File: config.mk
export PLATFORM = sky130hd
export DESIGN_NAME = exception_handler
export DESIGN_NICKNAME = d
export VERILOG_FILES = /design/src/rtl/exc_pkg.sv /design/src/rtl/exc_wait_counter.sv /design/src/rtl/exception_handler.sv
export SDC_FILE = /design/constraint.sdc
export NUM_CORES = 1
export LEC_CHECK = 0
export BUFFER_PORTS_ARGS = -buffer_cell sky130_fd_sc_hd__buf_4
export CAP_MARGIN = 10
export CORE_MARGIN = 1.5
export CORE_UTILIZATION = 43
export CTS_CLUSTER_SIZE = 24
export DETAILED_ROUTE_END_ITERATION = 10
export GPL_TIMING_DRIVEN = 0
export MAX_ROUTING_LAYER = met4
export PLACE_DENSITY_LB_ADDON = 0.15
export SLEW_MARGIN = 30
export SYNTH_ARGS = -nofsm -noshare
export SYNTH_HDL_FRONTEND = slang
export SYNTH_SLANG_ARGS = --single-unit
File: constraint.sdc
create_clock -name clk -period 3.3 [get_ports clk]
set_input_delay 0.33 -clock clk [delete_from_list [all_inputs] [get_ports clk]]
set_output_delay 0.33 -clock clk [all_outputs]
set_load 0.05 [all_outputs]
File: src/rtl/exc_pkg.sv
// Shared encodings for the exception sequencer: FSM states, cause codes and vector addresses.
// Pure declarations; no timing or flow-control behaviour.
package exc_pkg;

  typedef enum logic [2:0] {
    ST_IDLE = 3'd0,
    ST_SAVE = 3'd1,
    ST_READ = 3'd2,
    ST_LOAD = 3'd3,
    ST_RET  = 3'd4
  } state_t;

  typedef enum logic [1:0] {
    CAUSE_NONE     = 2'b00,
    CAUSE_OPCODE   = 2'b01,
    CAUSE_OVERFLOW = 2'b10,
    CAUSE_DIV0     = 2'b11
  } cause_t;

  localparam logic [31:0] VEC_OPCODE   = 32'd253;
  localparam logic [31:0] VEC_OVERFLOW = 32'd254;
  localparam logic [31:0] VEC_DIV0     = 32'd255;

  function automatic logic [31:0] cause_vector(input cause_t cause);
    case (cause)
      CAUSE_OPCODE:   return VEC_OPCODE;
      CAUSE_OVERFLOW: return VEC_OVERFLOW;
      CAUSE_DIV0:     return VEC_DIV0;
      default:        return 32'd0;
    endcase
  endfunction

endpackage

File: src/rtl/exc_wait_counter.sv
// 4-bit loadable down-counter with zero flag; load wins over decrement, saturates at zero.
// Registered count, zero flag is combinational from count; no backpressure.
module exc_wait_counter (
  input  logic       clk,
  input  logic       reset,
  input  logic       load,
  input  logic [3:0] load_val,
  input  logic       dec,
  output logic [3:0] count,
  output logic       zero
);

  always_ff @(posedge clk or negedge reset) begin
    if (!reset) begin
      count <= 4'd0;
    end else if (load) begin
      count <= load_val;
    end else if (dec && (count != 4'd0)) begin
      count <= count - 4'd1;
    end
  end

  assign zero = (count == 4'd0);

endmodule

File: src/rtl/exception_handler.sv
// Exception sequencer: save EPC, fetch vector over MEM_WAIT cycles, load PC; or return from exception.
// Request at edge k -> epc_load k+1, pc_load k+2+MEM_WAIT; requests while busy are dropped, not queued.
module exception_handler #(
  parameter int unsigned MEM_WAIT = 2
) (
  input  logic        clk,
  input  logic        reset,
  input  logic        exc_opcode,
  input  logic        exc_overflow,
  input  logic        exc_div0,
  input  logic        rte_req,
  input  logic [31:0] pc_current,
  input  logic [31:0] epc_in,
  input  logic [31:0] mem_rdata,
  output logic        epc_load,
  output logic [31:0] epc_data,
  output logic        mem_rd,
  output logic [31:0] mem_addr,
  output logic        pc_load,
  output logic [31:0] pc_next,
  output logic        busy,
  output logic [1:0]  exc_cause
);
  import exc_pkg::*;

  localparam logic [3:0] WAIT_LOAD = 4'(MEM_WAIT - 1);

  state_t      state, state_nxt;
  cause_t      cause_q, req_cause;
  logic [31:0] epc_q;
  logic [31:0] vec_addr;
  logic        any_exc;
  logic        wait_zero;
  logic [3:0]  unused_wait_count;
  logic        unused_rdata;

  assign any_exc      = exc_opcode | exc_overflow | exc_div0;
  assign unused_rdata = &{1'b0, mem_rdata[31:8]};

  always_comb begin
    req_cause = CAUSE_NONE;
    if (exc_opcode)        req_cause = CAUSE_OPCODE;
    else if (exc_overflow) req_cause = CAUSE_OVERFLOW;
    else if (exc_div0)     req_cause = CAUSE_DIV0;
  end

  // PC arrives already advanced by 4; the faulting instruction sits one word back.
  always_ff @(posedge clk or negedge reset) begin
    if (!reset) begin
      state   <= ST_IDLE;
      cause_q <= CAUSE_NONE;
      epc_q   <= 32'd0;
    end else begin
      state <= state_nxt;
      if ((state == ST_IDLE) && any_exc) begin
        cause_q <= req_cause;
        epc_q   <= pc_current - 32'd4;
      end
    end
  end

  // Loaded during SAVE so READ sees MEM_WAIT-1 down to 0.
  exc_wait_counter u_wait (
    .clk      (clk),
    .reset    (reset),
    .load     (state == ST_SAVE),
    .load_val (WAIT_LOAD),
    .dec      (state == ST_READ),
    .count    (unused_wait_count),
    .zero     (wait_zero)
  );

  assign vec_addr  = cause_vector(cause_q);
  assign epc_data  = epc_q;
  assign exc_cause = cause_q;

  always_comb begin
    state_nxt = state;
    epc_load  = 1'b0;
    mem_rd    = 1'b0;
    mem_addr  = 32'd0;
    pc_load   = 1'b0;
    pc_next   = 32'd0;
    busy      = 1'b1;
    case (state)
      ST_IDLE: begin
        busy = 1'b0;
        if (any_exc)      state_nxt = ST_SAVE;
        else if (rte_req) state_nxt = ST_RET;
      end
      ST_SAVE: begin
        epc_load  = 1'b1;
        mem_addr  = vec_addr;
        state_nxt = ST_READ;
      end
      ST_READ: begin
        mem_rd   = 1'b1;
        mem_addr = vec_addr;
        if (wait_zero) state_nxt = ST_LOAD;
      end
      ST_LOAD: begin
        pc_load   = 1'b1;
        mem_addr  = vec_addr;
        pc_next   = {24'h0, mem_rdata[7:0]};
        state_nxt = ST_IDLE;
      end
      ST_RET: begin
        pc_load   = 1'b1;
        pc_next   = epc_in;
        state_nxt = ST_IDLE;
      end
      default: state_nxt = ST_IDLE;
    endcase
  end

endmodule

==> out/metrics.cfg <==
[status]
status = complete, no violations

[finish]
fin_util_pct = 69.35
drive_above_1_share_pct = 40.89
fin_area_mm2 = 0.004081
area_growth_syn_to_layout_pct = 55.93
fin_nets = 597
diodes = 0

[synth]
synth_area_mm2 = 0.002618
synth-seq-cells = 41
yosysWarnings = 0
yosysSeqAreaShare_pct = 39.20
ys.flop_type = dfrtp_1
synth_cell_type_count = 40
synth.avg_cell_area_um2 = 8.498
synth_edf_count = 0
ys_async_sr_fraction_pct = 100.0
synthCells = 308

[drt]
wire_per_inst_um = 13.78
firstDrtPassIters = 4
drc = 0
drtIter0Drc = 74
viasPerCell = 4.822
routed-via-count = 2744
ant_nets = 0
finalWirelength_mm = 7.839

[clock_network]
cts_sinks = 41
clk_latency_ps = 290
cts_tree = yes
cts_buffers = 5
cts_setup_buffers = 0
ctsLongestPathBuffers = 2
htreeDepth = 2
cts.clk_slew.worst_paths_ps = 80
postCtsHoldBufs = 0
cts_resized = 0
cts_root_buffer = clkbuf_8

[critical_path]
arrival_ps = 2100
cp_top_family = simple AND/OR/NAND/NOR gates
cp_max_fo = 9
cp_slowest_stage_delay_ps = 470
crit_buf_inv = 2
worstSetupPathType = flop to output pin
start_kind = flop
crit_required_ps = 2970
rrSetupSlack_ps = 1130
crit_path_end_kind = output pin
cp_cell_sequence = nor2_1 -> and2_1 -> clkbuf_1 -> a22o_1 -> buf_4
cp_slowest_cell = nor2_1

[place]
place_ws_ps = 1066
place_congestion = 0.8396
placed_cell_area_mm2 = 0.003961
io_buffers = 155
hpwl_mm = 6.311

[timing]
worst_slack_ps = 873.0
report.final.slew_viol_count = 0
fin_tns_setup_ps = 0
fmaxAchievable_mhz = 412.0
fin_worst_skew_ps = 5.719
tightest_slew_ps = 943.5
rsz0062_at_grt = no
post-route-min-period_ps = 2427
setup_violations = 0
finalCritPeriodShare_pct = 73.55
maxSlewHeadroom_pct = 36.96
hold_viol = 0

[grt]
track_usage_pct = 23.77
grt_pass1_vias = 2456
antenna_found_initial = 0
grt_overflow = 0
grt_pass1_wl_mm = 11.77
grt_max_degree = 42

[pwr]
p_leak_nw = 2.173
vdd_ir_drop_max_mv = 0.6153
powerDensity_mw_per_mm2 = 972.1

[floorplan]
die_h_um = 81.02
floorplan.initialDensity_pct = 44.47
rows = 28
coreArea_mm2 = 0.005886
fp.dieW_um = 81.02
ios = 204
dieArea_mm2 = 0.006564

[worst_hold_path]
hold_path.class = input pin to asynchronous set/reset pin

[run]
maxCapViolCount = 0

-- layer usage --
layer	wire length [um]	global-route usage (%)	vias to the layer above
met1	2951	25.85	1272
met5	0	-	-
met4	132	7.241	0
met3	647	5.730	10
met2	4107	42.67	101
li1	-	-	1361
-- Yosys cell counts, types with 2 or more instances --
library cell	n	area [um2]
a31oi_1	2	12.51
nand3b_1	4	30.03
nand4_1	2	12.51
nor3b_1	4	30.03
nor3_1	8	40.04
or2_2	4	25.02
xnor2_1	4	35.03
xor2_1	24	210.2
and3_1	24	150.1
a21oi_1	5	25.02
nand2_1	46	172.7
nand4b_1	2	17.52
nor2_1	17	63.81
and4_1	3	26.28
dfrtp_1	41	1026
buf_4	29	217.7
or3_1	4	25.02
or4_1	2	15.01
ha_1	2	25.02
inv_1	9	33.78
nand3_1	6	30.03
a22o_1	8	70.07
clkbuf_1	13	48.80
o21ai_0	29	145.1
-- placed cells by master (no fill, tap or decap), drive strengths merged, types with 6 or more instances in the layout --
master / Yosys / final
nor2: 17 / 17
nor3: 10 / 10
buf: 30 / 185
conb: 1 / 24
and3: 24 / 24
xor2: 24 / 24
clkbuf: 13 / 19
nand3: 6 / 6
a22o: 8 / 8
inv: 9 / 9
o21ai: 30 / 30
nand2: 47 / 47
dfrtp: 41 / 41
-- flip-flops by register name, summed over array words and instances (netlist names) --
register and count:
epc_data 32, state 3, exc_cause 2, u_wait.count 4
-- power breakdown --
part | total, W | internal (W) | switching (W)
Sequential | 0.000894 | 0.000743 | 0.000151
Clock | 0.000423 | 0.000246 | 0.000177
Combinational | 0.00265 | 0.000781 | 0.00187
-- worst register-to-register path, delay by kind of cell, from the launching register on --
family          cells  cell delay, ps
compound gates      2             370
buf+inv             2             550
flops               1             450
simple gates        2             670
-- through the flow --
stage | instances | hold slack, ps | power (W)
detailed placement | 561 | 339.8 | 0.003573
floorplan | 331 | 34.41 | 0.002728
global route | 569 | 33.43 | 0.004190
CTS | 569 | 13.66 | 0.003999
global placement | 561 | 336.1 | 0.003526
finish | 569 | 5.262 | 0.003968
-- worst paths after layout --
check / startpoint / to / cells after the start
max in group asynchronous: reset / exc_cause[0] / 1
min: reset / epc_data[17] / 1
max: state[0] / pc_next[5] / 5
min reg2reg: epc_data[13] / epc_data[13] / 2
min in group clk: exc_opcode / exc_cause[1] / 2
max reg2reg: state[0] / epc_data[26] / 6
-- final cells by class --
class / instances / area [um2]
plain buffers: 43 / 271.5
clock inverters: 2 / 37.54
multi-input cells: 238 / 1373
repair buffers: 155 / 1164
flip-flops and latches: 41 / 1026
well taps: 75 / 93.84
fillers: 489 / 1804
clock buffers: 6 / 82.58
inverters: 9 / 33.78
-- cell families (layout without fill, tap and decap cells) --
family,count (synthesis),after routing,share of synthesized area (%)
other,1,24,0.1433
AND/OR/NAND/NOR,135,135,27.53
AO/OA/AOI/OAI,48,48,10.76
flip-flops,41,41,39.20
multiplexers,1,1,0.3824
buffers and inverters,52,215,11.66
XOR/XNOR,28,28,9.369
adder cells (fa/ha/maj),2,2,0.9559
No activity file was read; power rests on OpenSTA's default activity.
